[src/rtl/hazard_ctrl_if.sv]
// Pipeline-side signal bundle of the LC-3b hazard controller: stage status in,
// pipeline register controls, forwarding selects and performance counters out.
interface hazard_ctrl_if #(
    parameter int REG_W = 3,
    parameter int CNT_W = 16
);
    logic [REG_W-1:0] id_sr1;
    logic [REG_W-1:0] id_sr2;
    logic             id_sr1_v;
    logic             id_sr2_v;
    logic [REG_W-1:0] ex_dest;
    logic [REG_W-1:0] mem_dest;
    logic             ex_dest_v;
    logic             mem_dest_v;
    logic             ex_is_load;
    logic             mem_is_load;
    logic             mem_redirect;
    logic             imem_read;
    logic             imem_resp;
    logic             dmem_req;
    logic             dmem_resp;
    logic             perf_clr;
    logic             load_fd;
    logic             reset_fd;
    logic             load_dx;
    logic             reset_dx;
    logic             load_xm;
    logic             reset_xm;
    logic             load_mw;
    logic             reset_mw;
    logic             load_pc;
    logic             redirect_hold;
    logic [1:0]       fwd_a_sel;
    logic [1:0]       fwd_b_sel;
    logic [CNT_W-1:0] stall_cnt;
    logic [CNT_W-1:0] flush_cnt;

    modport master (
        output id_sr1, id_sr2, id_sr1_v, id_sr2_v, ex_dest, mem_dest, ex_dest_v, mem_dest_v,
               ex_is_load, mem_is_load, mem_redirect, imem_read, imem_resp, dmem_req,
               dmem_resp, perf_clr,
        input  load_fd, reset_fd, load_dx, reset_dx, load_xm, reset_xm, load_mw, reset_mw,
               load_pc, redirect_hold, fwd_a_sel, fwd_b_sel, stall_cnt, flush_cnt
    );

    modport slave (
        input  id_sr1, id_sr2, id_sr1_v, id_sr2_v, ex_dest, mem_dest, ex_dest_v, mem_dest_v,
               ex_is_load, mem_is_load, mem_redirect, imem_read, imem_resp, dmem_req,
               dmem_resp, perf_clr,
        output load_fd, reset_fd, load_dx, reset_dx, load_xm, reset_xm, load_mw, reset_mw,
               load_pc, redirect_hold, fwd_a_sel, fwd_b_sel, stall_cnt, flush_cnt
    );
endinterface

[src/rtl/hazard_ctrl.sv]
// Hazard controller for the 5-stage LC-3b pipeline: stalls, flushes, operand
// forwarding, fetch-redirect hold FSM and saturating stall/flush counters.
module hazard_ctrl #(
    parameter int REG_W          = 3,
    parameter bit FORWARD_EN     = 1'b1,
    parameter bit MEM_LOAD_STALL = 1'b0,
    parameter int CNT_W          = 16
) (
    input  logic          clk,
    input  logic          rst,
    hazard_ctrl_if.slave  hz
);

    typedef enum logic [0:0] {
        ST_RUN        = 1'b0,
        ST_REDIR_WAIT = 1'b1
    } state_t;

    localparam logic [CNT_W-1:0] CNT_ONE = {{(CNT_W-1){1'b0}}, 1'b1};

    state_t           state_r;
    state_t           state_next_s;
    logic [CNT_W-1:0] stall_cnt_r;
    logic [CNT_W-1:0] flush_cnt_r;

    logic load_fd_s, reset_fd_s, load_dx_s, reset_dx_s;
    logic load_xm_s, reset_xm_s, load_mw_s, reset_mw_s;
    logic load_pc_s, redirect_hold_s, flush_inc_s, stall_inc_s;
    logic dmem_stall_s, imem_stall_s, data_hazard_s;
    logic m1_ex_s, m2_ex_s, m1_mem_s, m2_mem_s;
    logic [1:0] fwd_a_sel_s, fwd_b_sel_s;

    function automatic logic match_f(input logic [REG_W-1:0] sr, input logic sr_v,
                                     input logic [REG_W-1:0] dest, input logic dest_v);
        return sr_v & dest_v & (sr == dest);
    endfunction

    // A load still in EX cannot forward; its value only appears from MEM/WB.
    function automatic logic [1:0] fwd_sel_f(input logic m_ex, input logic ex_load,
                                             input logic m_mem);
        logic [1:0] sel;
        if (m_ex && !ex_load) begin
            sel = 2'b01;
        end else if (m_mem) begin
            sel = 2'b10;
        end else begin
            sel = 2'b00;
        end
        return sel;
    endfunction

    assign dmem_stall_s = hz.dmem_req & ~hz.dmem_resp;
    assign imem_stall_s = hz.imem_read & ~hz.imem_resp;
    assign m1_ex_s      = match_f(hz.id_sr1, hz.id_sr1_v, hz.ex_dest, hz.ex_dest_v);
    assign m2_ex_s      = match_f(hz.id_sr2, hz.id_sr2_v, hz.ex_dest, hz.ex_dest_v);
    assign m1_mem_s     = match_f(hz.id_sr1, hz.id_sr1_v, hz.mem_dest, hz.mem_dest_v);
    assign m2_mem_s     = match_f(hz.id_sr2, hz.id_sr2_v, hz.mem_dest, hz.mem_dest_v);

    // RAW hazard detection; without forwarding every EX/MEM match must stall.
    always_comb begin
        data_hazard_s = 1'b0;
        if (FORWARD_EN) begin
            data_hazard_s = (hz.ex_is_load & (m1_ex_s | m2_ex_s)) |
                            (MEM_LOAD_STALL & hz.mem_is_load & (m1_mem_s | m2_mem_s));
        end else begin
            data_hazard_s = m1_ex_s | m2_ex_s | m1_mem_s | m2_mem_s;
        end
    end

    // Next-state and pipeline register controls, highest-priority condition first.
    always_comb begin
        load_fd_s       = 1'b1;
        load_dx_s       = 1'b1;
        load_xm_s       = 1'b1;
        load_mw_s       = 1'b1;
        load_pc_s       = 1'b1;
        reset_fd_s      = 1'b0;
        reset_dx_s      = 1'b0;
        reset_xm_s      = 1'b0;
        reset_mw_s      = 1'b0;
        redirect_hold_s = 1'b0;
        flush_inc_s     = 1'b0;
        state_next_s    = state_r;
        if (rst) begin
            load_fd_s    = 1'b0;
            load_dx_s    = 1'b0;
            load_xm_s    = 1'b0;
            load_mw_s    = 1'b0;
            load_pc_s    = 1'b0;
            reset_fd_s   = 1'b1;
            reset_dx_s   = 1'b1;
            reset_xm_s   = 1'b1;
            reset_mw_s   = 1'b1;
            state_next_s = ST_RUN;
        end else begin
            case (state_r)
                ST_RUN: begin
                    if (dmem_stall_s) begin
                        // Redirect is deliberately dropped; MEM re-presents it once it advances.
                        load_fd_s = 1'b0;
                        load_dx_s = 1'b0;
                        load_xm_s = 1'b0;
                        load_mw_s = 1'b0;
                        load_pc_s = 1'b0;
                    end else if (hz.mem_redirect) begin
                        reset_fd_s  = 1'b1;
                        reset_dx_s  = 1'b1;
                        reset_xm_s  = 1'b1;
                        flush_inc_s = 1'b1;
                        if (imem_stall_s) begin
                            load_pc_s       = 1'b0;
                            redirect_hold_s = 1'b1;
                            state_next_s    = ST_REDIR_WAIT;
                        end else begin
                            load_pc_s = 1'b1;
                        end
                    end else if (data_hazard_s || imem_stall_s) begin
                        load_fd_s  = 1'b0;
                        load_pc_s  = 1'b0;
                        load_dx_s  = 1'b0;
                        reset_dx_s = 1'b1;
                    end else begin
                        state_next_s = ST_RUN;
                    end
                end
                ST_REDIR_WAIT: begin
                    // The fetch in flight targets the old path; its word is discarded.
                    redirect_hold_s = 1'b1;
                    load_fd_s       = 1'b0;
                    reset_fd_s      = 1'b1;
                    if (hz.imem_resp) begin
                        load_pc_s    = 1'b1;
                        state_next_s = ST_RUN;
                    end else begin
                        load_pc_s = 1'b0;
                    end
                    if (dmem_stall_s) begin
                        load_dx_s = 1'b0;
                        load_xm_s = 1'b0;
                        load_mw_s = 1'b0;
                    end else begin
                        load_dx_s = 1'b1;
                    end
                end
                default: begin
                    state_next_s = ST_RUN;
                end
            endcase
        end
    end

    // Forwarding selects; EX/MEM takes priority over MEM/WB.
    always_comb begin
        fwd_a_sel_s = 2'b00;
        fwd_b_sel_s = 2'b00;
        if (FORWARD_EN && !rst) begin
            fwd_a_sel_s = fwd_sel_f(m1_ex_s, hz.ex_is_load, m1_mem_s);
            fwd_b_sel_s = fwd_sel_f(m2_ex_s, hz.ex_is_load, m2_mem_s);
        end else begin
            fwd_a_sel_s = 2'b00;
            fwd_b_sel_s = 2'b00;
        end
    end

    assign stall_inc_s = ~load_pc_s & ~rst;

    // FSM state register.
    always_ff @(posedge clk) begin
        if (rst) begin
            state_r <= ST_RUN;
        end else begin
            state_r <= state_next_s;
        end
    end

    // Saturating performance counters; a clear beats a same-cycle increment.
    always_ff @(posedge clk) begin
        if (rst || hz.perf_clr) begin
            stall_cnt_r <= '0;
            flush_cnt_r <= '0;
        end else begin
            if (stall_inc_s && !(&stall_cnt_r)) begin
                stall_cnt_r <= stall_cnt_r + CNT_ONE;
            end
            if (flush_inc_s && !(&flush_cnt_r)) begin
                flush_cnt_r <= flush_cnt_r + CNT_ONE;
            end
        end
    end

    assign hz.load_fd       = load_fd_s;
    assign hz.reset_fd      = reset_fd_s;
    assign hz.load_dx       = load_dx_s;
    assign hz.reset_dx      = reset_dx_s;
    assign hz.load_xm       = load_xm_s;
    assign hz.reset_xm      = reset_xm_s;
    assign hz.load_mw       = load_mw_s;
    assign hz.reset_mw      = reset_mw_s;
    assign hz.load_pc       = load_pc_s;
    assign hz.redirect_hold = redirect_hold_s;
    assign hz.fwd_a_sel     = fwd_a_sel_s;
    assign hz.fwd_b_sel     = fwd_b_sel_s;
    assign hz.stall_cnt     = stall_cnt_r;
    assign hz.flush_cnt     = flush_cnt_r;

endmodule

[src/flat_wrapper.sv]
// flat-port wrapper written by rule: the top's interface ports become plain ports
module hazard_ctrl_flat 
#(
    parameter int REG_W          = 3,
    parameter bit FORWARD_EN     = 1'b1,
    parameter bit MEM_LOAD_STALL = 1'b0,
    parameter int CNT_W          = 16
)
  (clk, rst, hz_id_sr1, hz_id_sr2, hz_id_sr1_v, hz_id_sr2_v, hz_ex_dest, hz_mem_dest, hz_ex_dest_v, hz_mem_dest_v, hz_ex_is_load, hz_mem_is_load, hz_mem_redirect, hz_imem_read, hz_imem_resp, hz_dmem_req, hz_dmem_resp, hz_perf_clr, hz_load_fd, hz_reset_fd, hz_load_dx, hz_reset_dx, hz_load_xm, hz_reset_xm, hz_load_mw, hz_reset_mw, hz_load_pc, hz_redirect_hold, hz_fwd_a_sel, hz_fwd_b_sel, hz_stall_cnt, hz_flush_cnt);
  hazard_ctrl_if #(.REG_W(REG_W), .CNT_W(CNT_W)) hz_i ();
  input  logic clk;
  input  logic rst;
  input wire logic [$bits(hz_i.id_sr1)-1:0] hz_id_sr1;
  input wire logic [$bits(hz_i.id_sr2)-1:0] hz_id_sr2;
  input wire logic [$bits(hz_i.id_sr1_v)-1:0] hz_id_sr1_v;
  input wire logic [$bits(hz_i.id_sr2_v)-1:0] hz_id_sr2_v;
  input wire logic [$bits(hz_i.ex_dest)-1:0] hz_ex_dest;
  input wire logic [$bits(hz_i.mem_dest)-1:0] hz_mem_dest;
  input wire logic [$bits(hz_i.ex_dest_v)-1:0] hz_ex_dest_v;
  input wire logic [$bits(hz_i.mem_dest_v)-1:0] hz_mem_dest_v;
  input wire logic [$bits(hz_i.ex_is_load)-1:0] hz_ex_is_load;
  input wire logic [$bits(hz_i.mem_is_load)-1:0] hz_mem_is_load;
  input wire logic [$bits(hz_i.mem_redirect)-1:0] hz_mem_redirect;
  input wire logic [$bits(hz_i.imem_read)-1:0] hz_imem_read;
  input wire logic [$bits(hz_i.imem_resp)-1:0] hz_imem_resp;
  input wire logic [$bits(hz_i.dmem_req)-1:0] hz_dmem_req;
  input wire logic [$bits(hz_i.dmem_resp)-1:0] hz_dmem_resp;
  input wire logic [$bits(hz_i.perf_clr)-1:0] hz_perf_clr;
  output wire logic [$bits(hz_i.load_fd)-1:0] hz_load_fd;
  output wire logic [$bits(hz_i.reset_fd)-1:0] hz_reset_fd;
  output wire logic [$bits(hz_i.load_dx)-1:0] hz_load_dx;
  output wire logic [$bits(hz_i.reset_dx)-1:0] hz_reset_dx;
  output wire logic [$bits(hz_i.load_xm)-1:0] hz_load_xm;
  output wire logic [$bits(hz_i.reset_xm)-1:0] hz_reset_xm;
  output wire logic [$bits(hz_i.load_mw)-1:0] hz_load_mw;
  output wire logic [$bits(hz_i.reset_mw)-1:0] hz_reset_mw;
  output wire logic [$bits(hz_i.load_pc)-1:0] hz_load_pc;
  output wire logic [$bits(hz_i.redirect_hold)-1:0] hz_redirect_hold;
  output wire logic [$bits(hz_i.fwd_a_sel)-1:0] hz_fwd_a_sel;
  output wire logic [$bits(hz_i.fwd_b_sel)-1:0] hz_fwd_b_sel;
  output wire logic [$bits(hz_i.stall_cnt)-1:0] hz_stall_cnt;
  output wire logic [$bits(hz_i.flush_cnt)-1:0] hz_flush_cnt;
  assign hz_i.id_sr1 = hz_id_sr1;
  assign hz_i.id_sr2 = hz_id_sr2;
  assign hz_i.id_sr1_v = hz_id_sr1_v;
  assign hz_i.id_sr2_v = hz_id_sr2_v;
  assign hz_i.ex_dest = hz_ex_dest;
  assign hz_i.mem_dest = hz_mem_dest;
  assign hz_i.ex_dest_v = hz_ex_dest_v;
  assign hz_i.mem_dest_v = hz_mem_dest_v;
  assign hz_i.ex_is_load = hz_ex_is_load;
  assign hz_i.mem_is_load = hz_mem_is_load;
  assign hz_i.mem_redirect = hz_mem_redirect;
  assign hz_i.imem_read = hz_imem_read;
  assign hz_i.imem_resp = hz_imem_resp;
  assign hz_i.dmem_req = hz_dmem_req;
  assign hz_i.dmem_resp = hz_dmem_resp;
  assign hz_i.perf_clr = hz_perf_clr;
  assign hz_load_fd = hz_i.load_fd;
  assign hz_reset_fd = hz_i.reset_fd;
  assign hz_load_dx = hz_i.load_dx;
  assign hz_reset_dx = hz_i.reset_dx;
  assign hz_load_xm = hz_i.load_xm;
  assign hz_reset_xm = hz_i.reset_xm;
  assign hz_load_mw = hz_i.load_mw;
  assign hz_reset_mw = hz_i.reset_mw;
  assign hz_load_pc = hz_i.load_pc;
  assign hz_redirect_hold = hz_i.redirect_hold;
  assign hz_fwd_a_sel = hz_i.fwd_a_sel;
  assign hz_fwd_b_sel = hz_i.fwd_b_sel;
  assign hz_stall_cnt = hz_i.stall_cnt;
  assign hz_flush_cnt = hz_i.flush_cnt;
  hazard_ctrl #(.REG_W(REG_W), .FORWARD_EN(FORWARD_EN), .MEM_LOAD_STALL(MEM_LOAD_STALL), .CNT_W(CNT_W)) u_core (.clk(clk), .rst(rst), .hz(hz_i));
endmodule
[config.mk]
export PLATFORM = sky130hd
export DESIGN_NAME = hazard_ctrl_flat
export DESIGN_NICKNAME = d
export VERILOG_FILES = /design/src/rtl/hazard_ctrl_if.sv /design/src/rtl/hazard_ctrl.sv /design/src/flat_wrapper.sv
export SDC_FILE = /design/constraint.sdc
export NUM_CORES = 1
export LEC_CHECK = 0
export CAP_MARGIN = 20
export CORE_UTILIZATION = 46
export CTS_BUF_LIST = sky130_fd_sc_hd__clkbuf_4 sky130_fd_sc_hd__clkbuf_8
export DETAILED_ROUTE_END_ITERATION = 10
export GPL_TIMING_DRIVEN = 0
export PLACE_DENSITY = 0.92
export RECOVER_POWER = 25
export SLEW_MARGIN = 20
export SYNTH_ARGS = -nofsm -noshare
export SYNTH_HDL_FRONTEND = slang
export SYNTH_SLANG_ARGS = --single-unit
export TNS_END_PERCENT = 5
[constraint.sdc]
create_clock -name clk -period 2.55 [get_ports clk]
set_input_delay 0.3825 -clock clk [delete_from_list [all_inputs] [get_ports clk]]
set_output_delay 0.3825 -clock clk [all_outputs]
set_load 0.02 [all_outputs]
; ---- After elaboration in Yosys (flattened, before gate mapping)
; Index checks and enable logic that the tools add are counted.
[op_classes]
n_addsub = 2
n_mul = 0
div = 0
order_cmp = 0
n_eq_ne = 4
shift = 0
muxes = 41
bitwise_logic = 18
reduce_logical = 11
[op_table]
columns = operator, count
row1 = $add A16 B1 Y16 const B, 2
row2 = $reduce_and A16 Y1, 2
row3 = $mux W1, 29
row4 = $and A1 B1 Y1, 12
row5 = $eq A3 B3 Y1, 4
row6 = $mux W2, 6
row7 = $pmux W1 S2, 6
row8 = $not A1 Y1, 5
row9 = $logic_and A1 B1 Y1, 4
row10 = $logic_not A1 Y1, 3
row11 = $logic_or A1 B1 Y1, 2
row12 = $or A1 B1 Y1, 1
[word_totals]
reg_bits = 33
latchBits = 0
ram_bits = 0
rom_bits = 0
out_inout_bits = 46
mem_count = 0

; ---- Longest topological paths before layout
[depth]
depth_word = 13
mapped_depth = 7
ltp_nobuf = 7

; ---- Worst setup path after synthesis
; Ideal clock, no wire load.
[synth_timing]
kind = input to output
startpoint = input port rst
endpoint = output port hz_fwd_b_sel[1]
arrival_ns = 1.814
required_ns = 2.168
setup_slack_ns = 0.353
cell_stages = 4
path_cell_list = clkbuf_1 > nor2b_1 > nand3_1 > a2111oi_0
[synth_between]
elab_chain_len = 1
[synth_lines]
columns = item, line_no
row1 = from (decl), flat_wrapper.sv:12  ; input logic rst;
row2 = $mux W2, hazard_ctrl.sv:156  ; if (FORWARD_EN && !rst) begin
row3 = to (decl), flat_wrapper.sv:40  ; output wire logic [$bits(hz_i.fwd_b_sel)-1:0] hz_fwd_b_sel;
; No other way between the ends.

; ---- Final worst setup path
[layout_timing]
startpoint = input port hz_id_sr1[2]
endpoint = output port hz_fwd_a_sel[1]
[layout_between]
elab_chain_len = 5
[layout_lines]
columns = item, line_no
row1 = from (decl), flat_wrapper.sv:13  ; input wire logic [$bits(hz_i.id_sr1)-1:0] hz_id_sr1;
row2 = $eq A3 B3 Y1, hazard_ctrl.sv:35  ; return sr_v & dest_v & (sr == dest);
row3 = $and A1 B1 Y1, hazard_ctrl.sv:35
row4 = $mux W2 or $logic_and A1 B1 Y1 (tied branches), "hazard_ctrl.sv:44, hazard_ctrl.sv:42"
row5 = $mux W2 (*), hazard_ctrl.sv:42  ; if (m_ex && !ex_load) begin
row6 = $mux W2 (*), hazard_ctrl.sv:156
row7 = to (decl), flat_wrapper.sv:39  ; output wire logic [$bits(hz_i.fwd_a_sel)-1:0] hz_fwd_a_sel;
; Mark *: on every way between the ends. The rest lies on a longest branch, timed or not.

==> impl_results.md <==
* Slew Limit Headroom at 0.369
* Post-synthesis sequential area ratio at 0.346
* Static Leak at between 1 and 1.5 nW
* Post-Synth Adder-Cell Area at 0.0131
* Fin. Hold Viols at 0
* Setup slack, reg-to-reg at 0.26 ns
* Final antenna-violating net count at 0
* Async set-reset flop share out of synthesis at 0
* WP data arrival at between 2 and 2.5 ns
* Type of origin of the critical path: primary input
* Layout Cell Area excl Fill at between 2000 and 3000 sq um
* Main synth FF type: dfxtp_1
* WP buf/inv at 4
* Final Setup Violations at 0
* Die Y at 66.4 um
* Total track usage at 0.230
* Period utilization at 0.968
* Core ar. at 4000 sq um
* Worst Hold Path EP: u_core.hz.stall_cnt[14]$_SDFFE_PP0P_
* CTS tree: built
* Max VDD drop at 0.211 mV
* Crit Path Class: primary input to output port
* Commonest cells post-synth: 35 x nor2_1, 33 x dfxtp_1, 25 x xor2_1
* HP Class: register to register
* Clock skew after layout at 0.00682 ns
* CP top delay family: buffers and inverters
* Die width at 66.4 um
* DIE AREA at 4410 sq um
* Status: finished clean
* HP Start: u_core.hz.stall_cnt[14]$_SDFFE_PP0P_
* GRT overflow at 0
* Yosys top cell area share at 0.346
* Proportion of synthesized area in mux cells at 0.0210
* Routability Congestion at 0.807
* Initial antenna violation count at 0
* Max-cap violations at 0
* Number of synthesized register bits at 33
* Critical R2R Capture: u_core.hz.flush_cnt[3]$_SDFFE_PP0P_
* H-tree lvl count at 2
* CP Capture Type: output port
* Count leader, synth: nor2_1
* Nets@finish at 343
* DR WL/cell at 13.2 um
* Worst Tran Pin Value at 0.938 ns
* Number of CTS-inserted buffers at 5
* Vias in the first global route at 1865
* Via density at ~5.5
* Clock Path Buffers at 2
* Final slew viol count at 0
* Pre-CTS setup slack at -0.631 ns
* Crit-path slowest cell: clkdlybuf4s50_1
* Area added between synthesis and finish at 46.5%
* Compound-Gate Fraction of Synth Area at 0.158
* Via count at 2021
* Placed instance area at 2660 sq um
* Worst setup margin at 0.0821 ns
* Post-synth design cell area at 1910 sq um
* Initial Util at 0.477
* Fin Hold WS at 0.512 ns
* Largest net degree at the start of global routing at 11
* CTS Hold Bufs at 0
* Syn Inst Count at 235
* Simple-gate share of the synthesized area at 0.274
* Synthesized area per cell at 8.12 sq um
* # rows at 23
* Final core occ at 0.699
* Num Clock Sinks at 33
* Hold Crit Depth at 2
* IO buf count at 69
* Count of different cell masters after synthesis at between 40 and 50
* Largest family of logic cells by synthesized area: simple AND/OR/NAND/NOR gates
* Fraction of layout cells with a size suffix above 1 at 0.108
* Synthesized Nets at 263
* Fill cells at 314
* Number of remaining DRC errors at 0
* CP required at about 2.2 ns
* Clk root buf: clkbuf_8
* Max FO, Critical Path at 3
* Ys Warns at 0
* CTS clk-pin slew, worst paths at 0.07 ns
* Skew-Pair Late Insertion Delay at 0.29 ns
* CP Cell Sequence: clkdlybuf4s50_1 > xor2_1 > nor4_2 > buf_4 > buf_4 > a2111oi_0 > clkbuf_2
* Highest clock rate at 405 MHz
* Non-filler cells, final at 366
* DR pass1 iterations at 4
* Post-synth EDFFs at 0
* # IOs at 72
* Post-DP HPWL at between 3000 and 4000 um
* Crit-path most repeated cell: buf_4
* Top cells by area, synth: dfxtp_1 35%, xor2_1 11%, nor2_1 6.9%, nand2_1 3.7%, xnor2_1 3.2%
* XOR/XNOR share of the synthesized area at 0.147
* Power density over the cells at approximately 400 nW/um^2
* First-pass GRT wire length at 7780 um
* Setup TNS at 0 ns
* Diode count at 0
* CP max stage delay at 0.51 ns
* Cells after DPL at 354
* Reg2reg path depth at 6
* WL final at 4820 um
* Cell accounting for the most synthesized area: dfxtp_1
* Post-route total power at 1.12 mW
* Stages on worst setup path at 7
* Starting DRC count in detailed routing at 97
* Final Critical Period at ~2.5 ns
* Reg2reg start: u_core.hz.flush_cnt[13]$_SDFFE_PP0P_
## timing repair
item                                    CTS  global route
gates resized for setup                  14            20
buffers inserted                          2             2
pin swaps                                 2             2
endpoints found under the setup margin    8             9
## power breakdown
part,leakage (nW),switching [mW],internal [mW],total (mW)
combinational,0.766,0.0859,0.0795,0.165
sequential,0.266,0.00236,0.517,0.520
clock,0.0542,0.188,0.244,0.432
total,1.09,0.277,0.841,1.12
## worst register-to-register path, stage by stage (launching register included)
cell	delay (ns)
dfxtp_1	0.43
nand3_1	0.15
nor4_1	0.79
a21oi_1	0.35
nand4_1	0.21
xor2_1	0.19
nor2_1	0.05
## registers in the layout (all words and copies together), names as in the netlist
| register | cells |
|---|---|
| u_core.hz.flush_cnt | 16 |
| u_core.state_r | 1 |
| u_core.hz.stall_cnt | 16 |
## cells in the final DEF (no fill, tap or decap), types with 5 or more instances in the layout
cell	synthesis	routed
clkdlybuf4s50_1	0	39
xnor2_1	7	7
nand2_1	19	19
xor2_1	25	25
nor2_1	35	35
or3_1	5	5
buf_4	3	7
nand3_1	11	11
a21oi_1	7	7
inv_1	9	9
nor3_1	5	5
dfxtp_1	33	33
clkbuf_8	0	7
nand4_1	5	5
dlygate4sd3_1	0	18
o21ai_0	8	6
## routing by layer
layer  up-vias  wire length [um]  global-route usage
met5         -                 0                   0
met4         0                62              0.0745
met3         6               320              0.0655
met2        74              2430               0.415
met1       939              2010               0.256
li1       1002                 -                   -
## cells by family after synthesis
| kind of cell | count (synthesis) |
|---|---|
| multiplexers | 4 |
| buffers and inverters | 17 |
| AND/OR/NAND/NOR | 104 |
| flip-flops | 33 |
| XOR/XNOR | 32 |
| adder cells (fa/ha/maj) | 2 |
| AO/OA/AOI/OAI | 43 |
## worst max path at each step
| stage | slack, ns | start | end |
|---|---|---|---|
| after floorplan | 0.35 | rst | hz_fwd_b_sel[1] |
| after global routing | -0.01 | hz_ex_dest[1] | hz_load_pc |
| after CTS | -0.09 | hz_ex_dest[0] | hz_load_dx |
| after global placement | -0.63 | hz_id_sr2[2] | hz_load_dx |
| final | 0.08 | hz_id_sr1[2] | hz_fwd_a_sel[1] |
| after detailed placement | -0.63 | hz_id_sr2[2] | hz_load_dx |
## cell type report
cell class / instances / area, sq um / share of cell area
timing repair buffer: 73 / 698 / 0.250
clock buffer: 7 / 96.3 / 0.0345
inverter: 9 / 33.8 / 0.0121
tap: 50 / 62.6 / 0.0224
buffer: 8 / 43.8 / 0.0157
clock inverter: 1 / 5.00 / 0.00179
multi-input combinational: 185 / 1190 / 0.427
sequential: 33 / 661 / 0.236
No activity file was read; power rests on OpenSTA's default activity.
